## src/rtl/legv8_pkg.sv

```systemverilog
// Shared LEGv8 encoding definitions: op codes, opcode fields, immediate ranges and error codes.
package legv8_pkg;

    typedef enum logic [3:0] {
        OpAdds = 4'd0,
        OpSubs = 4'd1,
        OpBr   = 4'd2,
        OpLdur = 4'd3,
        OpStur = 4'd4,
        OpAddi = 4'd5,
        OpCbz  = 4'd6,
        OpBlt  = 4'd7,
        OpB    = 4'd8,
        OpBl   = 4'd9
    } op_e;

    localparam logic [10:0] OPC_ADDS = 11'b10101011000;
    localparam logic [10:0] OPC_SUBS = 11'b11101011000;
    localparam logic [10:0] OPC_BR   = 11'b11010110000;
    localparam logic [10:0] OPC_LDUR = 11'b11111000010;
    localparam logic [10:0] OPC_STUR = 11'b11111000000;
    localparam logic [9:0]  OPC_ADDI = 10'b1001000100;
    localparam logic [7:0]  OPC_CBZ  = 8'b10110100;
    localparam logic [7:0]  OPC_BCND = 8'b01010100;
    localparam logic [5:0]  OPC_B    = 6'b000101;
    localparam logic [5:0]  OPC_BL   = 6'b100101;

    localparam logic [4:0] COND_LT = 5'b01011;

    localparam int IMM9_MIN  = -256;
    localparam int IMM9_MAX  = 255;
    localparam int IMM12_MIN = 0;
    localparam int IMM12_MAX = 4095;
    localparam int IMM19_MIN = -(1 << 18);
    localparam int IMM19_MAX = (1 << 18) - 1;
    localparam int IMM26_MIN = -(1 << 25);
    localparam int IMM26_MAX = (1 << 25) - 1;

    localparam logic [1:0] ERR_NONE      = 2'd0;
    localparam logic [1:0] ERR_BAD_OP    = 2'd1;
    localparam logic [1:0] ERR_IMM_RANGE = 2'd2;

    function automatic logic imm_in_range(input int value, input int lo, input int hi);
        return (value >= lo) && (value <= hi);
    endfunction

endpackage

```

## src/rtl/legv8_instr_encode.sv

```systemverilog
// Combinational LEGv8 encoder: symbolic (op, registers, immediate) to 32-bit word plus error code.
module legv8_instr_encode
    import legv8_pkg::*;
(
    input  logic [3:0]  op,
    input  logic [4:0]  rd,
    input  logic [4:0]  rn,
    input  logic [4:0]  rm,
    input  logic [31:0] imm,
    output logic [31:0] word,
    output logic [1:0]  err_code
);

    int imm_s;
    assign imm_s = int'(imm);

    always_comb begin
        word     = '0;
        err_code = ERR_NONE;
        case (op)
            OpAdds: word = {OPC_ADDS, rm, 6'd0, rn, rd};
            OpSubs: word = {OPC_SUBS, rm, 6'd0, rn, rd};
            // BR repeats Rn in the Rd slot so the decoder sees a consistent register.
            OpBr:   word = {OPC_BR, 5'b11111, 6'd0, rn, rn};
            OpLdur: begin
                if (imm_in_range(imm_s, IMM9_MIN, IMM9_MAX)) begin
                    word = {OPC_LDUR, imm[8:0], 2'b00, rn, rd};
                end else begin
                    err_code = ERR_IMM_RANGE;
                end
            end
            OpStur: begin
                if (imm_in_range(imm_s, IMM9_MIN, IMM9_MAX)) begin
                    word = {OPC_STUR, imm[8:0], 2'b00, rn, rd};
                end else begin
                    err_code = ERR_IMM_RANGE;
                end
            end
            OpAddi: begin
                if (imm_in_range(imm_s, IMM12_MIN, IMM12_MAX)) begin
                    word = {OPC_ADDI, imm[11:0], rn, rd};
                end else begin
                    err_code = ERR_IMM_RANGE;
                end
            end
            OpCbz: begin
                if (imm_in_range(imm_s, IMM19_MIN, IMM19_MAX)) begin
                    word = {OPC_CBZ, imm[18:0], rd};
                end else begin
                    err_code = ERR_IMM_RANGE;
                end
            end
            OpBlt: begin
                if (imm_in_range(imm_s, IMM19_MIN, IMM19_MAX)) begin
                    word = {OPC_BCND, imm[18:0], COND_LT};
                end else begin
                    err_code = ERR_IMM_RANGE;
                end
            end
            OpB: begin
                if (imm_in_range(imm_s, IMM26_MIN, IMM26_MAX)) begin
                    word = {OPC_B, imm[25:0]};
                end else begin
                    err_code = ERR_IMM_RANGE;
                end
            end
            OpBl: begin
                if (imm_in_range(imm_s, IMM26_MIN, IMM26_MAX)) begin
                    word = {OPC_BL, imm[25:0]};
                end else begin
                    err_code = ERR_IMM_RANGE;
                end
            end
            default: err_code = ERR_BAD_OP;
        endcase
    end

endmodule

```

## src/rtl/legv8_instr_writer.sv

```systemverilog
// Streaming LEGv8 program loader: encodes accepted requests and writes them to imem from address 0
// through a 2-entry FIFO.
module legv8_instr_writer
    import legv8_pkg::*;
#(
    parameter int unsigned ADDR_W = 10
) (
    input  logic              clk,
    input  logic              rst_n,
    input  logic              start,
    input  logic              finish,
    input  logic              req_valid,
    output logic              req_ready,
    input  logic [3:0]        req_op,
    input  logic [4:0]        req_rd,
    input  logic [4:0]        req_rn,
    input  logic [4:0]        req_rm,
    input  logic [31:0]       req_imm,
    output logic              imem_we,
    output logic [ADDR_W-1:0] imem_addr,
    output logic [31:0]       imem_wdata,
    input  logic              imem_ready,
    output logic              err_valid,
    output logic [1:0]        err_code,
    output logic              done,
    output logic [ADDR_W:0]   word_count
);

    typedef enum logic [1:0] {StIdle, StRun, StDrain, StDone} state_e;

    localparam logic [ADDR_W+1:0] CAPACITY = {2'b01, {ADDR_W{1'b0}}};

    state_e            state_q, state_d;
    logic [31:0]       fifo_q [2];
    logic              wr_ptr_q, rd_ptr_q;
    logic [1:0]        count_q;
    logic [ADDR_W-1:0] addr_q;
    logic [ADDR_W:0]   word_count_q;
    logic              err_valid_q, done_q;
    logic [1:0]        err_code_q;

    logic [31:0]       enc_word;
    logic [1:0]        enc_err;
    logic [ADDR_W+1:0] committed;
    logic              accept, push, pop, start_prog;

    legv8_instr_encode u_encode (
        .op       (req_op),
        .rd       (req_rd),
        .rn       (req_rn),
        .rm       (req_rm),
        .imm      (req_imm),
        .word     (enc_word),
        .err_code (enc_err)
    );

    // Words already written plus words still queued; bounds what may still be accepted.
    assign committed  = {1'b0, word_count_q} + {{ADDR_W{1'b0}}, count_q};
    assign req_ready  = (state_q == StRun) && (count_q != 2'd2) && (committed < CAPACITY);
    assign accept     = req_valid && req_ready;
    assign push       = accept && (enc_err == ERR_NONE);
    assign pop        = imem_we && imem_ready;
    assign start_prog = start && ((state_q == StIdle) || (state_q == StDone));

    // Gated by rst_n so a reset request stops memory writes immediately.
    assign imem_we    = rst_n && (count_q != 2'd0);
    assign imem_addr  = addr_q;
    assign imem_wdata = fifo_q[rd_ptr_q];
    assign err_valid  = err_valid_q;
    assign err_code   = err_code_q;
    assign done       = done_q;
    assign word_count = word_count_q;

    always_comb begin
        state_d = state_q;
        case (state_q)
            StIdle, StDone: if (start) state_d = StRun;
            StRun:          if (finish) state_d = StDrain;
            StDrain:        if (count_q == 2'd0) state_d = StDone;
            default:        state_d = StIdle;
        endcase
    end

    always_ff @(posedge clk) begin
        if (!rst_n) begin
            state_q      <= StIdle;
            fifo_q[0]    <= '0;
            fifo_q[1]    <= '0;
            wr_ptr_q     <= 1'b0;
            rd_ptr_q     <= 1'b0;
            count_q      <= 2'd0;
            addr_q       <= '0;
            word_count_q <= '0;
            err_valid_q  <= 1'b0;
            err_code_q   <= ERR_NONE;
            done_q       <= 1'b0;
        end else begin
            state_q <= state_d;
            if (push) begin
                fifo_q[wr_ptr_q] <= enc_word;
                wr_ptr_q         <= ~wr_ptr_q;
            end
            if (pop) begin
                rd_ptr_q <= ~rd_ptr_q;
            end
            case ({push, pop})
                2'b10:   count_q <= count_q + 2'd1;
                2'b01:   count_q <= count_q - 2'd1;
                default: count_q <= count_q;
            endcase
            if (start_prog) begin
                addr_q       <= '0;
                word_count_q <= '0;
            end else if (pop) begin
                word_count_q <= word_count_q + 1'b1;
                // Saturate rather than wrap after the last word of a full memory.
                if (addr_q != {ADDR_W{1'b1}}) begin
                    addr_q <= addr_q + 1'b1;
                end
            end
            err_valid_q <= accept && (enc_err != ERR_NONE);
            err_code_q  <= accept ? enc_err : ERR_NONE;
            done_q      <= (state_q == StDrain) && (state_d == StDone);
        end
    end

endmodule

```

## config.mk

```make
export PLATFORM = sky130hd
export DESIGN_NAME = legv8_instr_writer
export DESIGN_NICKNAME = d
export VERILOG_FILES = /design/src/rtl/legv8_pkg.sv /design/src/rtl/legv8_instr_encode.sv /design/src/rtl/legv8_instr_writer.sv
export SDC_FILE = /design/constraint.sdc
export NUM_CORES = 1
export LEC_CHECK = 0
export ABC_AREA = 1
export CAP_MARGIN = 30
export CELL_PAD_IN_SITES_DETAIL_PLACEMENT = 1
export CELL_PAD_IN_SITES_GLOBAL_PLACEMENT = 1
export CORE_ASPECT_RATIO = 1.25
export CORE_MARGIN = 2
export CORE_UTILIZATION = 34
export DETAILED_ROUTE_END_ITERATION = 8
export PLACE_DENSITY = 0.84
export SETUP_SLACK_MARGIN = 0.02
export SKIP_CTS_REPAIR_TIMING = 1
export SLEW_MARGIN = 40
export SYNTH_ARGS = -nofsm -noshare
export SYNTH_HDL_FRONTEND = slang
export SYNTH_HIERARCHICAL = 1
export SYNTH_SLANG_ARGS = --single-unit
```

## constraint.sdc

```tcl
create_clock -name clk -period 2.89 [get_ports clk]
set_clock_uncertainty 0.15 [all_clocks]
set_input_delay 0.578 -clock clk [delete_from_list [all_inputs] [get_ports clk]]
set_output_delay 0.578 -clock clk [all_outputs]
set_load 0.01 [all_outputs]
```

==> results.json <==
{
  "synth_most_common_cell": "nand2_1",
  "clk_pin_slew_ns": 0.07,
  "async_flop_share": 0,
  "worstSetupEndpointType": "flip-flop",
  "ir_drop_uv": 281,
  "die_w_um": 118,
  "core_mm2": 0.0161,
  "synth_area_mm2": 0.00556,
  "path_class": "in -> reg",
  "synthTopCellsByCount": "nand2_1 (150), nor2_1 (129), inv_1 (100)",
  "cts_max_level": 3,
  "synth_area_leaders": "edfxtp_1 (35%), dfxtp_1 (12%), nand2_1 (10%), nor2_1 (8.7%), inv_1 (6.8%)",
  "max_freq_mhz": 372,
  "clock-sinks": 96,
  "io_pins": 116,
  "grt_max_degree": 34,
  "ys_ff_latch": 96,
  "synth_warnings": 6,
  "gp_congestion": 0.873,
  "ys_types": 40,
  "wl_um": 17500,
  "cp_max_fo": 10,
  "antenna_found_initial": 2,
  "cts_tree": "built",
  "drt_pass1_iterations": 4,
  "die_area_mm2": 0.0174,
  "dp_hpwl_um": 13000,
  "overflow": 0,
  "drtIter0Drc": 278,
  "clk_latency_ns": 0.35,
  "required_ns": 2.80,
  "detail_route.wl_per_cell_um": 16.2,
  "drv_slew": 0,
  "synth-edff-count": 64,
  "netlist_instances": 685,
  "synth-seq-area-share": 0.461,
  "drive_gt1_frac": 0.201,
  "cts_root_buf": "clkbuf_16",
  "fill_cells": 1952,
  "diodes": 0,
  "worst_slew_pin_slew_ns": 0.468,
  "final.min_clock_period_ns": 2.69,
  "outcome": "completed",
  "via_per_inst": 4.84,
  "drc": 0,
  "fp-row-count": 52,
  "fin_hold_ws_ns": 0.323,
  "max-cap-violations": 0,
  "start_kind": "input port",
  "grt_pass1_vias": 5640,
  "leakagePower_nw": 3.33,
  "yosys.area.top_type": "edfxtp_1",
  "fin_crit_sh": 0.931,
  "nets": 928,
  "place_area_mm2": 0.00738,
  "route.vias.total": 5257,
  "p_per_area_mw_per_mm2": 440,
  "grt_first_pass_wirelength_um": 27500,
  "postRouteAntennaNets": 0,
  "design_area_mm2": 0.00788,
  "maxSlewHeadroom": 0.687,
  "min_path_type": "reg -> reg",
  "setup_viol": 0,
  "syn_to_final_growth_pct": 41.8,
  "cts_buffers": 9,
  "worstPathArrival_ns": 2.60,
  "synthFlopType": "edfxtp_1",
  "syn_nets": 748,
  "start_util": 0.346,
  "final_util": 0.490,
  "netlist.area_leader.share": 0.346,
  "final-hold-violation-count": 0,
  "io_buffers": 115,
  "die_h_um": 147,
  "avgSynthCellArea_um2": 8.11,
  "tns_ns": 0,
  "max-clock-path-buffers": 2,
  "track_usage": 0.199
}
## power breakdown
part           total (mW)  switching [mW]  leakage (nW)  internal (mW)
registers            1.55          0.0286         0.920           1.52
logic               0.669           0.357          2.27          0.313
clock network        1.25           0.565         0.144          0.681
total                3.47           0.950          3.33           2.52
## path summary, 6_finish.rpt
check / to / depth (start not counted) / slack (ns) / start
setup / recovery: fifo_q[1][26] / 15 / 0.20 / req_op[2]
setup reg to reg: fifo_q[1][26] / 10 / 0.74 / count_q[1]
hold reg to reg: word_count[8] / 2 / 0.32 / word_count[8]
hold / removal: word_count[8] / 2 / 0.32 / word_count[8]
## worst max-delay path, cell delays in order
cell and delay [ns]:
clkdlybuf4s50_1 0.50, inv_1 0.06, nand2_1 0.08, inv_1 0.06, nand3_1 0.10, nand2_2 0.09
nand2_1 0.07, nand4_1 0.18, nor2_2 0.17, inv_2 0.06, nor2_4 0.09, buf_4 0.14
nand2_2 0.08, nand2_4 0.14, buf_6 0.18
## logic make-up after synthesis
family                     after synthesis  share of synthesized area
xor gates and xnor gates                 4                    0.00630
buffers and inverters                  123                     0.0968
AOI/OAI and AO/OA                       58                     0.0603
muxes                                   32                     0.0648
DFF                                     96                      0.461
adders and majority gates                6                     0.0135
and+or+nand+nor                        366                      0.297
## registers in the layout (all words and copies together), names as in the netlist, named ones only
name        count
err_code        2
fifo_q         64
count_q         2
rd_ptr_q        1
done            1
state_q         2
word_count     11
imem_addr      10
err_valid       1
wr_ptr_q        1
## through the flow
step                total power, mW  instances  worst slack [ns]
detailed placement             2.22       1063            -0.585
CTS                            3.47       1079            -0.229
global placement               2.20       1063            -0.356
finish                         3.47       1086             0.199
floorplan                      1.88        685            0.0330
global route                   3.60       1086          -0.00502
## layer usage
layer | vias up | track usage | part of all wire | routed length [um]
li1 | 2557 | - | - | -
met1 | 2515 | 0.217 | 0.39 | 6860
met2 | 148 | 0.366 | 0.53 | 9250
met3 | 35 | 0.0509 | 0.056 | 988
met4 | 2 | 0.0795 | 0.025 | 430
met5 | - | 0 | 0.00074 | 13
## cell usage in the layout, fill, tap and decap left out, types with 4 or more instances in the layout
master	Yosys	routed
nand2_1	150	146
nor2_1	129	123
inv_1	100	98
clkdlybuf4s50_1	0	90
edfxtp_1	64	64
buf_4	2	63
nand3_1	32	31
dfxtp_1	32	31
mux2_2	29	29
dlymetal6s2s_1	0	25
nor2_2	16	21
o21ai_0	22	20
a21oi_1	19	18
nand4_1	11	11
clkbuf_16	0	10
inv_2	5	7
nor3_1	7	7
nand2_2	2	5
a22oi_1	5	5
ha_1	6	5
buf_12	0	4
## final cells by class
type | instances | area, um2 | share of cell area
Sequential cell | 96 | 2560 | 0.325
Clock buffer | 9 | 225 | 0.0286
Multi-Input combinational cell | 466 | 2520 | 0.319
Tap cell | 216 | 270 | 0.0343
Timing Repair Buffer | 186 | 1830 | 0.232
Inverter | 106 | 399 | 0.0507
Clock inverter | 7 | 78.8 | 0.0100
(Power assumes the default switching activity.)
